===== src/rtl/axis_uart_bridge_tx.sv =====
// axis_uart_bridge_tx
//   Serializes AXI-Stream words onto a UART TX line (8N1 or 8N2). Each accepted
//   word goes out as N_BYTES frames, TDATA[7:0] first, and each byte goes out LSB first.
//
// State table
//   IDLE_ST  | line high, TREADY asserted, waiting for a word
//   START_ST | start bit (line low) for one bit period
//   DATA_ST  | eight data bits, LSB first, one bit period each
//   STOP_ST  | STOP_BITS bit periods high, then next byte or back to idle
//
// Ports
//   clk           : clock
//   reset         : synchronous, active-high reset
//   S_AXIS_TDATA  : word to transmit (N_BYTES*8 bits)
//   S_AXIS_TVALID : word valid
//   S_AXIS_TREADY : high in idle (combinational from state and reset)
//   UART_TX       : registered serial output, idles high
//   BUSY          : high while a word is being serialized
module axis_uart_bridge_tx #(
  parameter int UART_SPEED = 115200,
  parameter int FREQ_HZ    = 100000000,
  parameter int N_BYTES    = 32,
  parameter int STOP_BITS  = 1
) (
  input  logic                 clk,
  input  logic                 reset,
  input  logic [N_BYTES*8-1:0] S_AXIS_TDATA,
  input  logic                 S_AXIS_TVALID,
  output logic                 S_AXIS_TREADY,
  output logic                 UART_TX,
  output logic                 BUSY
);

  localparam int DATA_WIDTH = N_BYTES * 8;
  localparam int BIT_CYCLES = FREQ_HZ / UART_SPEED;
  localparam int BYTE_W     = (N_BYTES > 1) ? $clog2(N_BYTES) : 1;
  localparam logic [31:0]       LP_BIT_LAST  = 32'(BIT_CYCLES - 1);
  localparam logic [2:0]        LP_STOP_LAST = 3'(STOP_BITS - 1);
  localparam logic [BYTE_W-1:0] LP_BYTE_LAST = BYTE_W'(N_BYTES - 1);

  generate
    if (BIT_CYCLES < 2) begin : g_bad_baud
      $error("axis_uart_bridge_tx: FREQ_HZ/UART_SPEED must be at least 2");
    end
    if (STOP_BITS != 1 && STOP_BITS != 2) begin : g_bad_stop
      $error("axis_uart_bridge_tx: STOP_BITS must be 1 or 2");
    end
  endgenerate

  typedef enum logic [1:0] {IDLE_ST, START_ST, DATA_ST, STOP_ST} state_t;

  state_t                r_state;
  state_t                w_state_next;
  logic                  r_tx;
  logic                  w_tx_next;
  logic                  r_busy;
  logic [31:0]           r_bit_cnt;
  logic [2:0]            r_bit_idx;   // data bit index in DATA_ST, stop bit index in STOP_ST
  logic [BYTE_W-1:0]     r_byte_idx;
  logic [DATA_WIDTH-1:0] r_shift;

  logic w_handshake;
  logic w_bit_done;
  logic w_last_stop;
  logic w_more_bytes;

  assign S_AXIS_TREADY = (r_state == IDLE_ST) & ~reset;
  assign w_handshake   = S_AXIS_TVALID & S_AXIS_TREADY;
  assign w_bit_done    = (r_bit_cnt == LP_BIT_LAST);
  assign w_last_stop   = (r_bit_idx == LP_STOP_LAST);
  assign w_more_bytes  = (r_byte_idx < LP_BYTE_LAST);
  assign UART_TX       = r_tx;
  assign BUSY          = r_busy;

  // The line value is computed for the *next* state so UART_TX can be a flop
  // and still change on the same edge as the state.
  always_comb begin
    w_state_next = r_state;
    w_tx_next    = 1'b1;
    case (r_state)
      IDLE_ST: begin
        if (w_handshake) begin
          w_state_next = START_ST;
          w_tx_next    = 1'b0;
        end
      end
      START_ST: begin
        w_tx_next = 1'b0;
        if (w_bit_done) begin
          w_state_next = DATA_ST;
          w_tx_next    = r_shift[0];
        end
      end
      DATA_ST: begin
        w_tx_next = r_shift[0];
        if (w_bit_done) begin
          if (r_bit_idx == 3'd7) begin
            w_state_next = STOP_ST;
            w_tx_next    = 1'b1;
          end else begin
            w_tx_next = r_shift[1];
          end
        end
      end
      STOP_ST: begin
        w_tx_next = 1'b1;
        if (w_bit_done && w_last_stop) begin
          if (w_more_bytes) begin
            w_state_next = START_ST;
            w_tx_next    = 1'b0;
          end else begin
            w_state_next = IDLE_ST;
          end
        end
      end
      default: begin
        w_state_next = IDLE_ST;
      end
    endcase
  end

  always_ff @(posedge clk) begin
    if (reset) begin
      r_state    <= IDLE_ST;
      r_tx       <= 1'b1;
      r_busy     <= 1'b0;
      r_bit_cnt  <= '0;
      r_bit_idx  <= '0;
      r_byte_idx <= '0;
      r_shift    <= '0;
    end else begin
      r_state <= w_state_next;
      r_tx    <= w_tx_next;
      r_busy  <= (w_state_next != IDLE_ST);

      if (r_state == IDLE_ST) begin
        r_bit_cnt <= '0;
        if (w_handshake) begin
          r_shift    <= S_AXIS_TDATA;
          r_byte_idx <= '0;
          r_bit_idx  <= '0;
        end
      end else begin
        r_bit_cnt <= w_bit_done ? '0 : r_bit_cnt + 32'd1;
      end

      // After eight shifts the next byte of the word sits in r_shift[7:0].
      if (w_bit_done) begin
        case (r_state)
          START_ST: r_bit_idx <= '0;
          DATA_ST: begin
            r_shift   <= {1'b0, r_shift[DATA_WIDTH-1:1]};
            r_bit_idx <= r_bit_idx + 3'd1;
          end
          STOP_ST: begin
            if (w_last_stop) begin
              r_bit_idx <= '0;
              if (w_more_bytes) r_byte_idx <= r_byte_idx + BYTE_W'(1);
            end else begin
              r_bit_idx <= r_bit_idx + 3'd1;
            end
          end
          default: ;
        endcase
      end
    end
  end

endmodule

===== config.mk =====
export PLATFORM = sky130hd
export DESIGN_NAME = axis_uart_bridge_tx
export DESIGN_NICKNAME = d
export VERILOG_FILES = /design/src/rtl/axis_uart_bridge_tx.sv
export SDC_FILE = /design/constraint.sdc
export NUM_CORES = 1
export LEC_CHECK = 0
export CAP_MARGIN = 20
export CORE_ASPECT_RATIO = 0.75
export CORE_MARGIN = 2
export CORE_UTILIZATION = 51
export DETAILED_ROUTE_END_ITERATION = 12
export GPL_ROUTABILITY_DRIVEN = 0
export PLACE_DENSITY = 0.79
export SYNTH_ARGS = -nofsm -noshare
export SYNTH_HDL_FRONTEND = slang
export SYNTH_SLANG_ARGS = --single-unit

===== constraint.sdc =====
create_clock -name clk -period 2.7 [get_ports clk]
set_input_delay 0.81 -clock clk [delete_from_list [all_inputs] [get_ports clk]]
set_output_delay 0.81 -clock clk [all_outputs]
set_load 0.005 [all_outputs]

* Word level (Yosys, flattened, before mapping)
Index checks and enable logic that the tools add are counted.
Word-level totals: memory bits (writable) 0, bits in read-only memories 0, latch bits 0, bits in registers 300, memories kept 0
Operators by class: $mul 0, magnitude comparators 1, multiplexer cells 29, $add $sub $neg 3, eq/ne operators 5, bitwise logic cells 3, shift-type cells 0, reductions and logical operators 5, divide/modulo/power cells 0
Operators by type and width (count):
- $mux 256 | 4
- $add 32x1->32 const B | 1
- $eq 32x10->1 const B | 1
- $mux 5 | 6
- $mux 3 | 4
- $mux 2 | 5
- $pmux 3 s3 | 1
- $pmux 2 s4 | 1
- $mux 1 | 7
- $add 5x1->5 const B | 1
- $lt 5x5->1 const B | 1
- $eq 2x2->1 const B | 2
- $pmux 1 s4 | 1
- $add 3x1->3 const B | 1
- $eq 3x3->1 const B | 1
- $logic_not 3->1 | 1
- $reduce_or 3->1 | 1
- $and 1x1->1 | 2
- $eq 2x1->1 const B | 1
- $logic_not 2->1 | 1
- $reduce_bool 2->1 | 1
- $logic_and 1x1->1 | 1
- $not 1->1 | 1

* Logic depth before layout (Yosys ltp)
depth in word-level cells 9, depth in mapped cells 8, mapped depth without buffers 7

* Worst setup path before layout
No wires, ideal clock.
kind input to register, start point input port reset, end point register r_shift[197], setup slack 0.708 ns, arrival 1.854 ns, library setup time 0.138 ns, path buffers 3, stages 7, required time 2.562 ns, cell sequence nor3_2 and2_1 buf_4 buf_8 buf_4 mux2i_1 a211oi_1
Between the ends: longest elaborated chain between the ends 7
Ends and longest elaborated chain:
- from (decl) | RTL line 26 | input logic reset,
- $not 1->1 | RTL line 67 | assign S_AXIS_TREADY = (r_state == IDLE_ST) & ~reset;
- $and 1x1->1 | RTL line 67
- $and 1x1->1 | RTL line 68 | assign w_handshake = S_AXIS_TVALID & S_AXIS_TREADY;
- $mux 256 | RTL line 138 | if (w_handshake) begin
- $mux 256 | RTL line 136 | if (r_state == IDLE_ST) begin
- $mux 256 | RTL line 149 | case (r_state)
- $mux 256 | RTL line 148 | if (w_bit_done) begin
- to (signal assigned) | RTL line 152 | r_shift <= {1'b0, r_shift[DATA_WIDTH-1:1]};
- to (decl) | RTL line 60 | logic [DATA_WIDTH-1:0] r_shift;
Several ways; a longest one is shown, not always the timed one. A chain may end at the register's enable or synchronous reset.

* Final worst setup path
start point register r_state[0], end point output port S_AXIS_TREADY
Between the ends: longest elaborated chain between the ends 2
Ends and longest elaborated chain:
- from (decl) | RTL line 52 | state_t r_state;
- from (signal assigned) | RTL line 132 | r_state <= w_state_next;
- $logic_not 2->1 | RTL line 67
- $and 1x1->1 | RTL line 67
- to (decl) | RTL line 29 | output logic S_AXIS_TREADY,
Every way passes these cells.

==> results.py <==
metrics = {
    "power_and_ir_drop": {
        "p_int_mw": 8.01,
        "power.switching_mw": 2.36,
        "combPwrFrac_pct": 11.0,
        "ir_drop_mv": 0.478,
        "p_leak_nw": 6.54,
        "power_density_nw_per_um2": 596,
        "switching_share_pct": 22.7,
        "p_clk_share_pct": 43.1,
        "p_seq_share_pct": 45.9,
    },
    "worst_setup_path": {
        "critPathArrivalTime_ns": 1.77,
        "path_buf_inv": 1,
        "cp.required_ns": 1.89,
        "crit_type": "flip-flop to primary output",
        "critPathMaxFanout": 9,
        "critical_path.top_delay_family": "buffers and inverters",
        "critPathLaunchType": "flip-flop",
        "endpoint_kind": "primary output",
        "max_stage_delay_ns": 0.55,
        "crit_chain": "nor3_2 > clkdlybuf4s50_1",
        "critPathSlowestCell": "clkdlybuf4s50_1",
    },
    "sta": {
        "fin_crit_sh_pct": 95.4,
        "rsz0062_at_grt": "false",
        "worst_slew_pin_slew_ns": 0.999,
        "hold_viol": 0,
        "max_freq_mhz": 388,
        "relSlewSlack_pct": 33.4,
        "setup_violations": 0,
        "layout_min_cycle_time_ns": 2.58,
        "setup-tns-final_ns": 0,
        "clock_skew_ns": 0.00993,
        "hold-worst-slack_ns": 0.479,
        "maxSlewViolCount": 0,
    },
    "hold_path": {
        "min_path_type": "flip-flop to flip-flop",
    },
    "cts": {
        "clockBufferDepth": 3,
        "ctsRootBufferMaster": "clkbuf_16",
        "cts_hold_buf": 0,
        "clkSinkCount": 300,
        "clk_pin_slew_ns": 0.06,
        "htreeDepth": 1,
        "cts_tree": "yes",
        "cts-resized-gates": 0,
        "numCtsBuffers": 31,
        "cts_setup_buffers": 0,
        "clk_latency_ns": 0.55,
    },
    "place": {
        "hpwl_um": 21800,
        "io_buffers": 261,
    },
    "logic_synthesis": {
        "synth_edf_count": 0,
        "ys_seq_elements": 300,
        "synth_cell_types": 46,
        "syn-num-nets": 1676,
        "synthCells": 1412,
        "ys.flop_type": "dfxtp_1",
        "syn_avg_cell_area_um2": 9.57,
        "ys.warnings.count": 0,
        "seq_area_frac_synth_pct": 44.4,
        "syn-cell-area_um2": 13500,
        "ys_async_sr_fraction_pct": 0,
    },
    "routing": {
        "drt-pass1-iter-count": 4,
        "drc": 0,
        "drt_wl_total_um": 33000,
        "via_count": 10996,
        "via_per_inst": 5.55,
        "ant_nets": 0,
        "routedWlPerCell_um": 16.7,
        "drt-initial-drc-count": 624,
    },
    "global_route": {
        "grt_overflow": 0,
        "grt_pass1_vias": 10395,
        "grt_start_max_net_pins": 179,
        "grt_pass1_wl_um": 53100,
        "antenna_found_initial": 0,
        "grt_usage_pct": 22.8,
    },
    "run": {
        "cap_violations": 0,
    },
    "final_layout": {
        "area.growth.synth_to_final_pct": 28.8,
        "nets": 1875,
        "final_common_cell": "dfxtp_1",
        "final_cell_mix": "dfxtp_1, nor2_1, clkdlybuf4s50_1",
        "antenna_cells": 0,
        "drive_gt1_share_pct": 6.05,
    },
    "floorplan": {
        "core_area_um2": 26000,
        "die_width_um": 192,
        "initial_core_util_pct": 51.9,
        "dieArea_um2": 27800,
        "fp.dieH_um": 145,
        "fp-row-count": 51,
        "pin_count": 262,
    },
    "run_status": {
        "status": "complete, no violations",
    },
}
-- metrics by stage --
| stage | worst slack [ns] | power [mW] | std cells | instance area, um2 | util (%) |
|---|---|---|---|---|---|
| global route | 0.0190 | 10.8 | 1980 | 17400 | 66.9 |
| floorplan | 0.708 | 5.45 | 1412 | 13500 | - |
| finish | 0.124 | 10.4 | 1980 | 17400 | 66.9 |
| CTS | 0.105 | 10.5 | 1980 | 17400 | 66.9 |
| detailed placement | 0.246 | 5.98 | 1922 | 16300 | 62.7 |
| global placement | 0.229 | 5.96 | 1922 | 16300 | 62.7 |
-- cells in the mapped netlist (all sizes together) (2+ instances only) --
library cell	number	area [um2]
dfxtp	300	6010
nor2	298	1120
mux2i	257	2570
a211oi	255	1910
clkbuf	70	264
buf	58	458
nand3	25	130
xnor2	24	210
nor4	19	138
and3	11	68.8
nand2	11	41.3
a21oi	9	45.0
nand4	9	56.3
nor3	8	45.0
inv	7	26.3
xor2	7	61.3
and4	5	43.8
ha	5	62.6
o211ai	5	37.5
nor2b	3	18.8
nor3b	3	22.5
or3	3	18.8
a31oi	2	12.5
and2	2	12.5
nand2b	2	12.5
nor4b	2	23.8
o31ai	2	15.0
-- metal layers --
layer	global-route usage, %	routed length (um)	up-vias
met4	5.27	596	0
li1	-	-	5540
met5	0	0	-
met2	35.4	14600	262
met1	32.6	15500	5150
met3	4.50	2250	44
-- cell type report --
| class | count | area [um2] |
|---|---|---|
| clock inverters | 23 | 262 |
| clock buffers | 35 | 821 |
| fillers | 2090 | 8630 |
| inverters | 7 | 26.3 |
| well taps | 344 | 430 |
| multi-input cells | 977 | 6780 |
| repair buffers | 294 | 3090 |
| flip-flops and latches | 300 | 6010 |
-- power by group through the flow --
stage	registers, mW	clock network, mW	logic (mW)
finish	4.76	4.47	1.14
global route	4.78	4.76	1.23
CTS	4.75	4.56	1.15
detailed placement	4.85	0	1.13
global placement	4.84	0	1.12
floorplan	4.82	0	0.635
-- cell families after synthesis --
kind of cell,count (synthesis),share of synthesized area [%]
simple gates,404,13.1
flops,300,44.4
compound gates,280,15.4
mux,257,19.0
buf+inv,135,5.53
xor+xnor,31,2.01
fa+ha+maj,5,0.463
-- registers in the layout (all words and copies together), names as in the netlist --
signal	cells
BUSY	1
UART_TX	1
r_bit_cnt	32
r_bit_idx	3
r_byte_idx	5
r_shift	256
r_state	2
-- final timing paths --
path | start | end | slack, ns | cells after the start
min reg2reg | r_bit_cnt[0] | r_bit_cnt[0] | 0.48 | 1
min | r_bit_cnt[0] | r_bit_cnt[0] | 0.48 | 1
max reg2reg | r_bit_cnt[0] | r_shift[104] | 0.35 | 7
max | r_state[0] | S_AXIS_TREADY | 0.12 | 2
-- worst register-to-register path, delay by kind of cell, from the launching register on --
family,cells,cell delay [ns]
AO/OA/AOI/OAI,1,0.34
AND/OR/NAND/NOR,3,0.72
buffers and inverters,2,0.47
adder cells (fa/ha/maj),1,0.30
flip-flops,1,0.40
Note: power is estimated with default switching activity, not from simulation.
